## src/rtl/rio_udp_pkg.sv

```systemverilog
// Shared definitions for the RIO-to-UDP transmit path.
package rio_udp_pkg;

  localparam int unsigned BYTE_W           = 8;
  localparam logic [15:0] DEFAULT_SRC_PORT = 16'd2390;

  typedef enum logic [2:0] {
    ST_IDLE,
    ST_WAIT_RDY,
    ST_LOAD,
    ST_REQ,
    ST_DONE,
    ST_ABORT
  } tx_state_e;

  // Number of whole bytes in a frame of the given bit width.
  function automatic int unsigned nbytes(input int unsigned bits);
    return bits / BYTE_W;
  endfunction

endpackage

```

## src/rtl/udp_tx_shifter.sv

```systemverilog
// MSB-first frame shifter: presents the top byte, shifts one byte per
// accepted transfer and flags when the byte on the output is the last one.
module udp_tx_shifter
  import rio_udp_pkg::*;
#(
  parameter int unsigned BUFFER_SIZE = 40
) (
  input  logic                   clk,
  input  logic                   rst,
  input  logic                   i_load,
  input  logic [BUFFER_SIZE-1:0] i_frame,
  input  logic                   i_shift,
  output logic [BYTE_W-1:0]      o_byte,
  output logic                   o_last
);

  localparam int unsigned NB = nbytes(BUFFER_SIZE);
  localparam int unsigned CW = $clog2(NB + 1);

  logic [BUFFER_SIZE-1:0] r_sh;
  logic [CW-1:0]          r_cnt;

  // Load a new frame, or drop the top byte once it has been accepted.
  always_ff @(posedge clk) begin
    if (!rst) begin
      r_sh  <= '0;
      r_cnt <= '0;
    end else if (i_load) begin
      r_sh  <= i_frame;
      r_cnt <= CW'(NB);
    end else if (i_shift && (r_cnt != '0)) begin
      r_sh  <= r_sh << BYTE_W;
      r_cnt <= r_cnt - 1'b1;
    end
  end

  assign o_byte = r_sh[BUFFER_SIZE-1 -: BYTE_W];
  assign o_last = (r_cnt == CW'(1));

endmodule

```

## src/rtl/udp_tx_framer.sv

```systemverilog
// Serialises a reply frame into the UDP core's byte interface, then issues
// the transmit request. A one-deep slot holds a request arriving mid-frame.
module udp_tx_framer
  import rio_udp_pkg::*;
#(
  parameter int unsigned BUFFER_SIZE  = 40,
  parameter logic [15:0] SRC_PORT     = DEFAULT_SRC_PORT,
  parameter int unsigned BYTE_TIMEOUT = 1024
) (
  input  logic                   clk,
  input  logic                   rst,
  input  logic                   start,
  input  logic [BUFFER_SIZE-1:0] frame,
  input  logic [31:0]            dst_ip,
  input  logic [15:0]            dst_port,
  output logic                   busy,
  output logic                   done,
  output logic                   error,
  output logic [31:0]            tx_ip_o,
  output logic [15:0]            tx_src_port_o,
  output logic [15:0]            tx_dst_port_o,
  output logic                   tx_req_o,
  input  logic                   tx_req_rdy_i,
  output logic [7:0]             tx_data_o,
  output logic                   tx_data_av_o,
  input  logic                   tx_data_rdy_i
);

  localparam int unsigned     TO_W    = $clog2(BYTE_TIMEOUT + 1);
  localparam logic [TO_W-1:0] TO_LAST = TO_W'(BYTE_TIMEOUT - 1);

  tx_state_e r_state, w_next;

  logic                   r_slot_vld;
  logic [BUFFER_SIZE-1:0] r_slot_frame;
  logic [31:0]            r_slot_ip;
  logic [15:0]            r_slot_port;

  logic [31:0]     r_ip;
  logic [15:0]     r_port;
  logic [TO_W-1:0] r_to_cnt;
  logic            r_busy, r_done, r_error, r_req, r_av;

  logic                   w_activate, w_take_start, w_slot_vld_nxt;
  logic                   w_accept, w_last, w_timeout;
  logic [BUFFER_SIZE-1:0] w_load_frame;
  logic [7:0]             w_byte;

  assign w_accept     = r_av && tx_data_rdy_i;
  assign w_timeout    = (r_state == ST_LOAD) && !tx_data_rdy_i && (r_to_cnt == TO_LAST);
  assign w_load_frame = w_take_start ? frame : r_slot_frame;

  udp_tx_shifter #(
    .BUFFER_SIZE(BUFFER_SIZE)
  ) u_shifter (
    .clk    (clk),
    .rst    (rst),
    .i_load (w_activate),
    .i_frame(w_load_frame),
    .i_shift(w_accept),
    .o_byte (w_byte),
    .o_last (w_last)
  );

  // State register.
  always_ff @(posedge clk) begin
    if (!rst) r_state <= ST_IDLE;
    else      r_state <= w_next;
  end

  // Next-state logic; a start coinciding with DONE/ABORT is taken straight
  // through the slot (latest wins), so it is loaded directly from the inputs.
  always_comb begin
    w_next       = r_state;
    w_activate   = 1'b0;
    w_take_start = 1'b0;
    case (r_state)
      ST_IDLE: begin
        if (start) begin
          w_next       = ST_WAIT_RDY;
          w_activate   = 1'b1;
          w_take_start = 1'b1;
        end
      end
      ST_WAIT_RDY: if (tx_req_rdy_i) w_next = ST_LOAD;
      ST_LOAD: begin
        if (w_accept && w_last) w_next = ST_REQ;
        else if (w_timeout)     w_next = ST_ABORT;
      end
      ST_REQ: if (r_req && tx_req_rdy_i) w_next = ST_DONE;
      ST_DONE, ST_ABORT: begin
        if (start || r_slot_vld) begin
          w_next       = ST_WAIT_RDY;
          w_activate   = 1'b1;
          w_take_start = start;
        end else begin
          w_next = ST_IDLE;
        end
      end
      default: w_next = ST_IDLE;
    endcase
    if (w_activate)                      w_slot_vld_nxt = 1'b0;
    else if (start && r_state != ST_IDLE) w_slot_vld_nxt = 1'b1;
    else                                 w_slot_vld_nxt = r_slot_vld;
  end

  // Registered outputs, pending slot, active addressing and byte timeout.
  // The request is only raised after the core was seen ready, so a core
  // that is not ready in REQ sees no request until it becomes ready.
  always_ff @(posedge clk) begin
    if (!rst) begin
      r_busy       <= 1'b0;
      r_done       <= 1'b0;
      r_error      <= 1'b0;
      r_req        <= 1'b0;
      r_av         <= 1'b0;
      r_slot_vld   <= 1'b0;
      r_slot_frame <= '0;
      r_slot_ip    <= '0;
      r_slot_port  <= '0;
      r_ip         <= '0;
      r_port       <= '0;
      r_to_cnt     <= '0;
    end else begin
      r_busy     <= w_slot_vld_nxt ||
                    !(w_next == ST_IDLE || w_next == ST_DONE || w_next == ST_ABORT);
      r_done     <= (w_next == ST_DONE);
      r_error    <= (w_next == ST_ABORT);
      r_av       <= (w_next == ST_LOAD);
      r_req      <= (w_next == ST_REQ) && tx_req_rdy_i;
      r_slot_vld <= w_slot_vld_nxt;
      if (start && r_state != ST_IDLE) begin
        r_slot_frame <= frame;
        r_slot_ip    <= dst_ip;
        r_slot_port  <= dst_port;
      end
      if (w_activate) begin
        r_ip   <= w_take_start ? dst_ip   : r_slot_ip;
        r_port <= w_take_start ? dst_port : r_slot_port;
      end
      if (r_state == ST_LOAD && !tx_data_rdy_i) r_to_cnt <= r_to_cnt + 1'b1;
      else                                      r_to_cnt <= '0;
    end
  end

  assign busy          = r_busy;
  assign done          = r_done;
  assign error         = r_error;
  assign tx_ip_o       = r_ip;
  assign tx_src_port_o = SRC_PORT;
  assign tx_dst_port_o = r_port;
  assign tx_req_o      = r_req;
  assign tx_data_o     = w_byte;
  assign tx_data_av_o  = r_av;

endmodule

```

## config.mk

```make
export PLATFORM = sky130hd
export DESIGN_NAME = udp_tx_framer
export DESIGN_NICKNAME = d
export VERILOG_FILES = /design/src/rtl/rio_udp_pkg.sv /design/src/rtl/udp_tx_shifter.sv /design/src/rtl/udp_tx_framer.sv
export SDC_FILE = /design/constraint.sdc
export NUM_CORES = 1
export LEC_CHECK = 0
export BUFFER_PORTS_ARGS = -buffer_cell sky130_fd_sc_hd__buf_4
export CORE_MARGIN = 2
export CORE_UTILIZATION = 55
export DETAILED_ROUTE_END_ITERATION = 8
export PLACE_DENSITY = 0.77
export SLEW_MARGIN = 20
export SYNTH_ARGS = -nofsm -noshare
export SYNTH_HDL_FRONTEND = slang
export SYNTH_SLANG_ARGS = --single-unit
```

## constraint.sdc

```tcl
create_clock -name clk -period 1.9 [get_ports clk]
set_input_delay 0.285 -clock clk [delete_from_list [all_inputs] [get_ports clk]]
set_output_delay 0.285 -clock clk [all_outputs]
set_load 0.02 [all_outputs]
```

Yosys cells after proc, flatten, opt, wreduce, memory -nomap -nowiden

Index checks and enable logic that the tools add are counted.

Reductions and logical operators: 22
Equal/unequal tests: 11
Bitwise logic cells: 1
Muxes and demuxes: 21
Add/subtract/negate cells: 2

Operator list:

| kind                    | count |
|---|---|
| $mux W40                | 3 |
| $mux W32                | 1 |
| $mux W3                 | 7 |
| $mux W16                | 1 |
| $pmux W3 S5             | 1 |
| $eq A3 B2 Y1 const B    | 4 |
| $eq A3 B3 Y1 const B    | 4 |
| $add A11 B1 Y11 const B | 1 |
| $eq A11 B10 Y1 const B  | 1 |
| $logic_and A1 B1 Y1     | 8 |
| $eq A3 B1 Y1 const B    | 2 |
| $logic_not A3 Y1        | 2 |
| $mux W1                 | 6 |
| $reduce_bool A3 Y1      | 2 |
| $logic_or A1 B1 Y1      | 4 |
| $pmux W1 S2             | 2 |
| $reduce_or A2 Y1        | 2 |
| $sub A3 B1 Y3 const B   | 1 |
| $logic_not A1 Y1        | 2 |
| $reduce_and A2 Y1       | 1 |
| $reduce_bool A2 Y1      | 1 |
| $not A1 Y1              | 1 |

Word-level logic and storage cells: 73
Bits of input ports: 93
Output and inout port bits: 77
Flip-flop bits (word level): 199

Longest topological paths before layout

Gate-level depths: netlist of run 1.

Word-level depth: 11
Depth in mapped cells: 9
Gate-level depth less buffers: 7

Cells and area by module

Synthesis of run 1 repeated with hierarchy kept, for this count alone.

Cell total of the unflattened synthesis: 1,011
Area total of the unflattened synthesis: 8,934.8 um^2

Modules (own cells, without submodules):

| module         | instances | sequential area each (um^2) | area each (um^2) | cells each |
|---|---|---|---|---|
| udp_tx_framer  | 1         | 3,123.0                     | 6,572.6          | 753 |
| udp_tx_shifter | 1         | 860.8                       | 2,362.3          | 258 |

Least setup slack after synthesis of run 1

Ideal clock, no wire load.

Path kind: reg-to-reg
From: reg u_shifter.r_cnt[0]
To: reg u_shifter.r_sh[29]
Setup slack: 0.157 ns
Required time: 1.767 ns
Arrival time: 1.611 ns
Buffers on the path: 2
Period minus slack after synthesis: 1.743 ns
Library setup time: 0.133 ns
Stages on the path, launching flop included: 10
Path through: dfxtp_1 -> inv_1 -> ha_1 -> ha_1 -> and3b_1 -> buf_2 -> nand2_2 -> buf_2 -> o22ai_1 -> a21oi_1

Longest elaborated chain between the ends: 3

RTL lines:

| item                                | line                 | source |
|---|---|---|
| from (decl)                         | udp_tx_shifter.sv:21 | `logic [CW-1:0] r_cnt;` |
| from (signal assigned)              | udp_tx_shifter.sv:30 | `r_cnt <= CW'(NB);` |
| from (signal assigned)              | udp_tx_shifter.sv:33 | `r_cnt <= r_cnt - 1'b1;` |
| $reduce_bool A3 Y1                  | udp_tx_shifter.sv:31 | `end else if (i_shift && (r_cnt != '0)) begin` |
| $logic_and A1 B1 Y1                 | udp_tx_shifter.sv:31 |  |
| $reduce_bool A2 Y1 (no source line) | n/a                  |  |
| to (signal assigned)                | udp_tx_shifter.sv:29 | `r_sh <= i_frame;` |
| to (signal assigned)                | udp_tx_shifter.sv:32 | `r_sh <= r_sh << BYTE_W;` |
| to (decl)                           | udp_tx_shifter.sv:20 | `logic [BUFFER_SIZE-1:0] r_sh;` |

Every way passes these cells.
A chain may end at the register's enable or synchronous reset.

Worst setup path after layout of run 1

From: reg r_state[1]
To: reg r_req (netlist: tx_req_o)

Longest elaborated chain between the ends: 8
Elaborated cells on any way between the ends: 17
Classes of those cells: 6 x eq/ne; 6 x mux; 5 x reduce/logical

RTL lines:

| item                             | line                                     | source |
|---|---|---|
| from (decl)                      | udp_tx_framer.sv:32                      | `tx_state_e r_state, w_next;` |
| from (signal assigned)           | udp_tx_framer.sv:68                      | `else r_state <= w_next;` |
| $eq A3 B2 Y1                     | udp_tx_framer.sv:50, udp_tx_framer.sv:77 |  |
| $logic_and A1 B1 Y1 (2 in a row) | udp_tx_framer.sv:50                      | `assign w_timeout = (r_state == ST_LOAD) && !tx_data_rdy_i && (r_to_cnt == TO_LAST);` |
| $mux W3                          | udp_tx_framer.sv:88                      | `else if (w_timeout) w_next = ST_ABORT;` |
| $mux W3                          | udp_tx_framer.sv:87                      | `if (w_accept && w_last) w_next = ST_REQ;` |
| $pmux W3 S5 (*)                  | udp_tx_framer.sv:77                      | `case (r_state)` |
| $eq A3 B2 Y1 (*)                 | udp_tx_framer.sv:130                     | `r_req <= (w_next == ST_REQ) && tx_req_rdy_i;` |
| $logic_and A1 B1 Y1 (*)          | udp_tx_framer.sv:130                     |  |
| to (signal assigned)             | udp_tx_framer.sv:130                     |  |
| to (decl)                        | udp_tx_framer.sv:42                      | `logic r_busy, r_done, r_error, r_req, r_av;` |

Mark *: on every way between the ends. The rest lies on a longest branch, timed or not.

==> results.cfg, run 1 <==
[run_status]
status = finished, final reports clean

[final_layout]
final_core_util_pct = 67.2
drive_gt1_share_pct = 20.8
final_common_cell = nand2_1
n_fill_cell = 1292
final_cell_mix = 320 x nand2_1, 199 x dfxtp_1, 163 x buf_4
seq_area_um2 = 3980
multiInputGateArea_um2 = 4220
area_delta_synth_final_pct = 21.0
nNetsFinal = 1222
antenna_cells = 0
stdcell_area_um2 = 10600

[floorplanning]
io_pins = 170
die_area_um2 = 16900
die_h_um = 130
initial_core_util_pct = 55.5
row_count = 46
core_area_um2 = 15700
chipWidth_um = 130

[timing]
hold_violations = 0
period_share_pct = 96.7
fin_skew_ns = 0.00684
fin_crit_ns = 1.84
final.setup.tns_ns = 0
fin_hold_ws_ns = 0.106
fmax_mhz = 544
setup_violations = 0
maxSlewViolCount = 0

[setup_path]
r2r_cells = 5
cp_data_required_time_ns = 2.22
start_kind = register
r2r_start = r_state[1]
crit_path_end = tx_req_o
cp_max_fo = 9
rrSetupSlack_ns = 0.06
worstReg2RegEnd = tx_req_o
cp-startpoint = r_state[1]
crit_type = register to register
endpoint_kind = register
cp.arrival_ns = 2.15

[place]
place_area_um2 = 9970
globalplace.congestion = 0.826
place_hpwl_um = 12900
port_buffers = 153

[global_route]
grt_max_degree = 89
antenna_found_initial = 0
met1_usage_pct = 31.8
grt_pass1_wl_um = 32400
gr-usage-met3_pct = 4.80
grt_pass1_vias = 6782
use_met2_pct = 38.6
top_usage_layer = met2
gr-total-overflow = 0
track_usage_pct = 23.7

[power]
clkPwrFrac_pct = 35.6
vdd_ir_drop_max_mv = 0.676
seqPwrFrac_pct = 47.8
p_int_mw = 7.12
leakagePower_nw = 4.61
switchingPower_mw = 2.61
combPwrFrac_pct = 16.6
power.share.switching_pct = 26.8
power.density_nw_per_um2 = 922

[logic_synthesis]
avgSynthCellArea_um2 = 8.54
yosys_warnings = 0
synth_area_um2 = 8730
syn_inst = 1022
synth.distinct_cells = 51
ys_ff_latch = 199
seq_area_frac_synth_pct = 45.7

[clock_tree]
cts_tree = built
cts_max_path_buffers = 2
cts.reportedPaths.clkPinSlew_ns = 0.07
cts_inserted_buffers = 17
htree_levels = 4
clk_latency_ns = 0.43
clock_sinks = 199
root_buffer = clkbuf_16
cts_hold_buf = 0

[job]
cap_violations = 0

[detailed_routing]
routed_via_density = 5.51
drc = 0
wl_per_cell_um = 15.1
dr.pass1.iters = 5
finalWirelength_um = 20400
final_antenna_net_count = 0
drt_iter0_markers = 574
vias = 7457

[min_path]
hp-class = input port to register
-- flip-flops by register name, summed over array words and instances (netlist names) --
register and cells:
r_slot_vld 1, r_state 3, u_shifter.r_sh 40, tx_dst_port_o 16, tx_req_o 1, u_shifter.r_cnt 3
error 1, r_slot_frame 40, tx_data_av_o 1, r_slot_ip 32, busy 1, tx_ip_o 32
done 1, r_slot_port 16, r_to_cnt 11
-- synth_stat cells, drive strengths merged --
cell type	number	share of area (%)
and2	3	0.22
nor4b	1	0.27
or2	1	0.072
o31a	1	0.10
a21boi	89	7.7
a21oi	22	1.3
xor2	5	0.50
o22ai	18	1.3
o221ai	19	2.1
buf	73	5.3
nor3b	9	0.77
nand3	52	3.0
nand2	322	14
o32ai	14	2.5
clkbuf	35	1.5
nand3b	1	0.23
nor4bb	1	0.11
o21ai	2	0.16
o21a	2	0.17
nor4	1	0.24
or3	1	0.072
o31ai	2	0.33
o21ba	1	0.11
nor2	39	1.7
ha	4	0.57
conb	2	0.086
nor2b	4	0.37
nand4	4	0.29
xnor2	4	0.40
and4b	1	0.11
nand2b	4	0.37
and3b	2	0.20
and3	18	1.3
inv	3	0.13
nor3	3	0.17
a221oi	8	0.80
o211a	49	5.6
and4	2	0.20
a211oi	1	0.086
dfxtp	199	46
-- cells by family after synthesis --
family / synth area share (%)
other: 0.0861
DFF: 45.7
AOI/OAI and AO/OA: 22.2
buffers and inverters: 6.95
and+or+nand+nor: 23.6
xor gates and xnor gates: 0.903
adders and majority gates: 0.574
-- cell type report --
type	instances	share of cell area, %
clock buffer	21	4.46
clock inverter	10	0.913
inverter	3	0.107
multi-input combinational	727	40.0
sequential	199	37.7
tap	216	2.56
timing repair buffer	177	14.2
-- repair_timing --
item	CTS	global route
endpoints found under the setup margin	0	24
buffers inserted	0	0
gates resized for setup	0	2
-- critical path, stage by stage (launching register included) --
cell      delay (ns)
dfxtp_1         0.53
buf_4           0.20
nor4b_4         0.26
and4_1          0.34
nor4_4          0.08
nor4bb_1        0.32
-- how the worst min path moves through the flow --
stage | start | end | slack, ns | cells after the start
5_1_grt | dst_port[10] | tx_dst_port_o[10] | 0.09 | 2
3_3_place_gp | r_to_cnt[0] | r_to_cnt[0] | 0.42 | 1
4_1_cts | dst_ip[1] | tx_ip_o[1] | 0.09 | 2
6_report | dst_ip[1] | tx_ip_o[1] | 0.11 | 2
2_1_floorplan | r_to_cnt[0] | r_to_cnt[0] | 0.41 | 1
3_5_place_dp | r_slot_frame[13] | r_slot_frame[13] | 0.45 | 2
-- power by group through the flow --
stage                     Sequential (mW)  Clock [mW]  Combinational (mW)
after floorplan                      4.82           0               0.948
after global placement               4.73           0                1.58
after detailed placement             4.74           0                1.61
after CTS                            4.64        3.55                1.62
after global routing                 4.68        3.69                1.77
final                                4.65        3.46                1.62
-- stage by stage --
stage,power [mW],cells,worst slack [ns]
after detailed placement,6.35,1321,0.0542
after floorplan,5.77,1036,0.157
after global placement,6.31,1321,0.147
final,9.73,1353,0.0628
after global routing,10.1,1353,-0.00960
after CTS,9.81,1352,0.0409
-- layer usage --
metal	vias to the layer above	part of all wire (%)	routed length (um)
met2	220	47	9570
met4	0	1.4	281
met5	-	0	0
li1	3674	-	-
met3	19	5.7	1160
met1	3544	46	9360
No activity file was read; power rests on OpenSTA's default activity.
==> run 2: changes to the inputs <==
==> constraint.sdc (replaced) <==
create_clock -name clk -period 1.9 [get_ports clk]
set_input_delay 0 -clock clk [delete_from_list [all_inputs] [get_ports clk]]
set_output_delay 0 -clock clk [all_outputs]
set_load 0.02 [all_outputs]
==> run 2 against run 1 <==
Via count increased by 3.9%. Clock power grew 10%. Die area stayed put. Sequential share of layout area decreased by 3.2 points. Register-to-register slack better by 0.08 ns. Cell count increased by 6.9%. Critical path depth grew 2. Hold slack worse by 0.079 ns. Routed wire length up 6.0%. Combinational power is 11% higher. Worst setup slack better by 0.081 ns. Highest routed layer unchanged.
==> results.cfg, run 2 (same netlist as run 1, synthesis figures left out) <==
[floorplanning]
chipWidth_um = 130
die_h_um = 130
initial_core_util_pct = 55.5
die_area_um2 = 16900
row_count = 46
core_area_um2 = 15700
io_pins = 170

[timing]
fin_crit_ns = 1.76
fin_skew_ns = 0.00629
period_share_pct = 92.4
maxSlewViolCount = 0
setup_violations = 0
rsz0062_at_grt = false
final.setup.tns_ns = 0
fin_hold_ws_ns = 0.0272
hold_violations = 0
fmax_mhz = 569

[setup_path]
crit_type = register to register
slowest_stage = dfxtp_1
cpMostUsedCell = ha_1
max_stage_delay_ns = 0.31
endpoint_kind = register
cp.arrival_ns = 2.10
start_kind = register
cp_data_required_time_ns = 2.24
crit_chain = inv_1 -> ha_1 -> ha_1 -> and3b_2 -> nor2_2 -> a221oi_1 -> nor3b_1
cp_max_fo = 8

[global_route]
track_usage_pct = 25.4
antenna_found_initial = 0
gr-total-overflow = 0
grt_pass1_vias = 7308
grt_max_degree = 60
grt_pass1_wl_um = 34500

[detailed_routing]
dr.pass1.iters = 5
final_antenna_net_count = 0
drt_iter0_markers = 591
wl_per_cell_um = 14.9
routed_via_density = 5.36
drc = 0
vias = 7749
finalWirelength_um = 21600

[job]
cap_violations = 0

[clock_tree]
cts.reportedPaths.clkPinSlew_ns = 0.07
htree_levels = 4
root_buffer = clkbuf_16
cts_inserted_buffers = 17
cts_tree = built
cts_max_path_buffers = 2
clk_latency_ns = 0.43
clock_sinks = 199
cts_setup_buffers = 0

[min_path]
hp-class = input port to register

[final_layout]
final_cell_mix = 320 x nand2_1, 199 x dfxtp_1, 167 x buf_4
seq_area_um2 = 3980
multiInputGateArea_um2 = 4210
reg_top3 = r_slot_frame (40), u_shifter.r_sh (40)
nNetsFinal = 1316
antenna_cells = 0
n_fill_cell = 1134
drive_gt1_share_pct = 19.3
final_common_cell = nand2_1
area_delta_synth_final_pct = 32.3

[power]
leakagePower_nw = 5.03
vdd_ir_drop_max_mv = 0.632
power.density_nw_per_um2 = 888

[place]
port_buffers = 153
globalplace.congestion = 0.816
place_hpwl_um = 13000

[run_status]
status = finished, final reports clean
==> run 2: where the power goes <==
group / internal [mW] / switching [mW] / total, mW
sequential: 4.47 / 0.173 / 4.65
combinational: 0.873 / 0.923 / 1.80
clock: 2.30 / 1.51 / 3.81
==> run 2: path summary, 6_finish.rpt <==
check	start	cells past startpoint	end	slack [ns]
worst max-delay path	u_shifter.r_cnt[0]	7	u_shifter.r_sh[4]	0.14
worst min-delay path	rst	2	tx_req_o	0.03
worst max register to register	u_shifter.r_cnt[0]	7	u_shifter.r_sh[4]	0.14
worst min register to register	r_to_cnt[0]	1	r_to_cnt[0]	0.44
==> run 2: metal layers <==
metal	global-route usage (%)	up-vias	share of wire, %
met4	8.35	0	1.8
met5	0	-	0
met3	4.84	25	5.7
met2	42.6	236	48
li1	-	3862	-
met1	33.1	3626	44
==> run 2: final cells by class <==
type	count	share of cell area, %
Tap cell	216	2.34
Timing Repair Buffer	272	21.2
Sequential cell	199	34.5
Multi-Input combinational cell	726	36.5
Inverter	3	0.0976
Clock inverter	8	1.26
Clock buffer	23	4.14
==> run 2: critical path: cells and delay by family (launching register included) <==
kind	cells	cell delay, ns
AOI/OAI and AO/OA	1	0.14
adders and majority gates	2	0.37
buffers and inverters	1	0.08
DFF	1	0.31
and+or+nand+nor	3	0.76
==> run 2: repair_timing <==
item / CTS / global route
hold endpoints to repair: 179 / 0
hold buffers: 91 / 0
setup endpoints to repair: 0 / 19
gates resized for setup: 0 / 3
==> run 2: stage by stage <==
stage / worst slack [ns] / instances / instance area, um2 / util, % / power (mW)
global route: 0.00492 / 1447 / 11500 / 73.5 / 10.6
CTS: 0.0447 / 1447 / 11500 / 73.4 / 10.3
detailed placement: 0.0885 / 1325 / 10000 / 63.6 / 6.36
global placement: 0.152 / 1325 / 10000 / 63.6 / 6.33
floorplan: 0.157 / 1036 / 8780 / - / 5.77
finish: 0.144 / 1447 / 11500 / 73.5 / 10.2
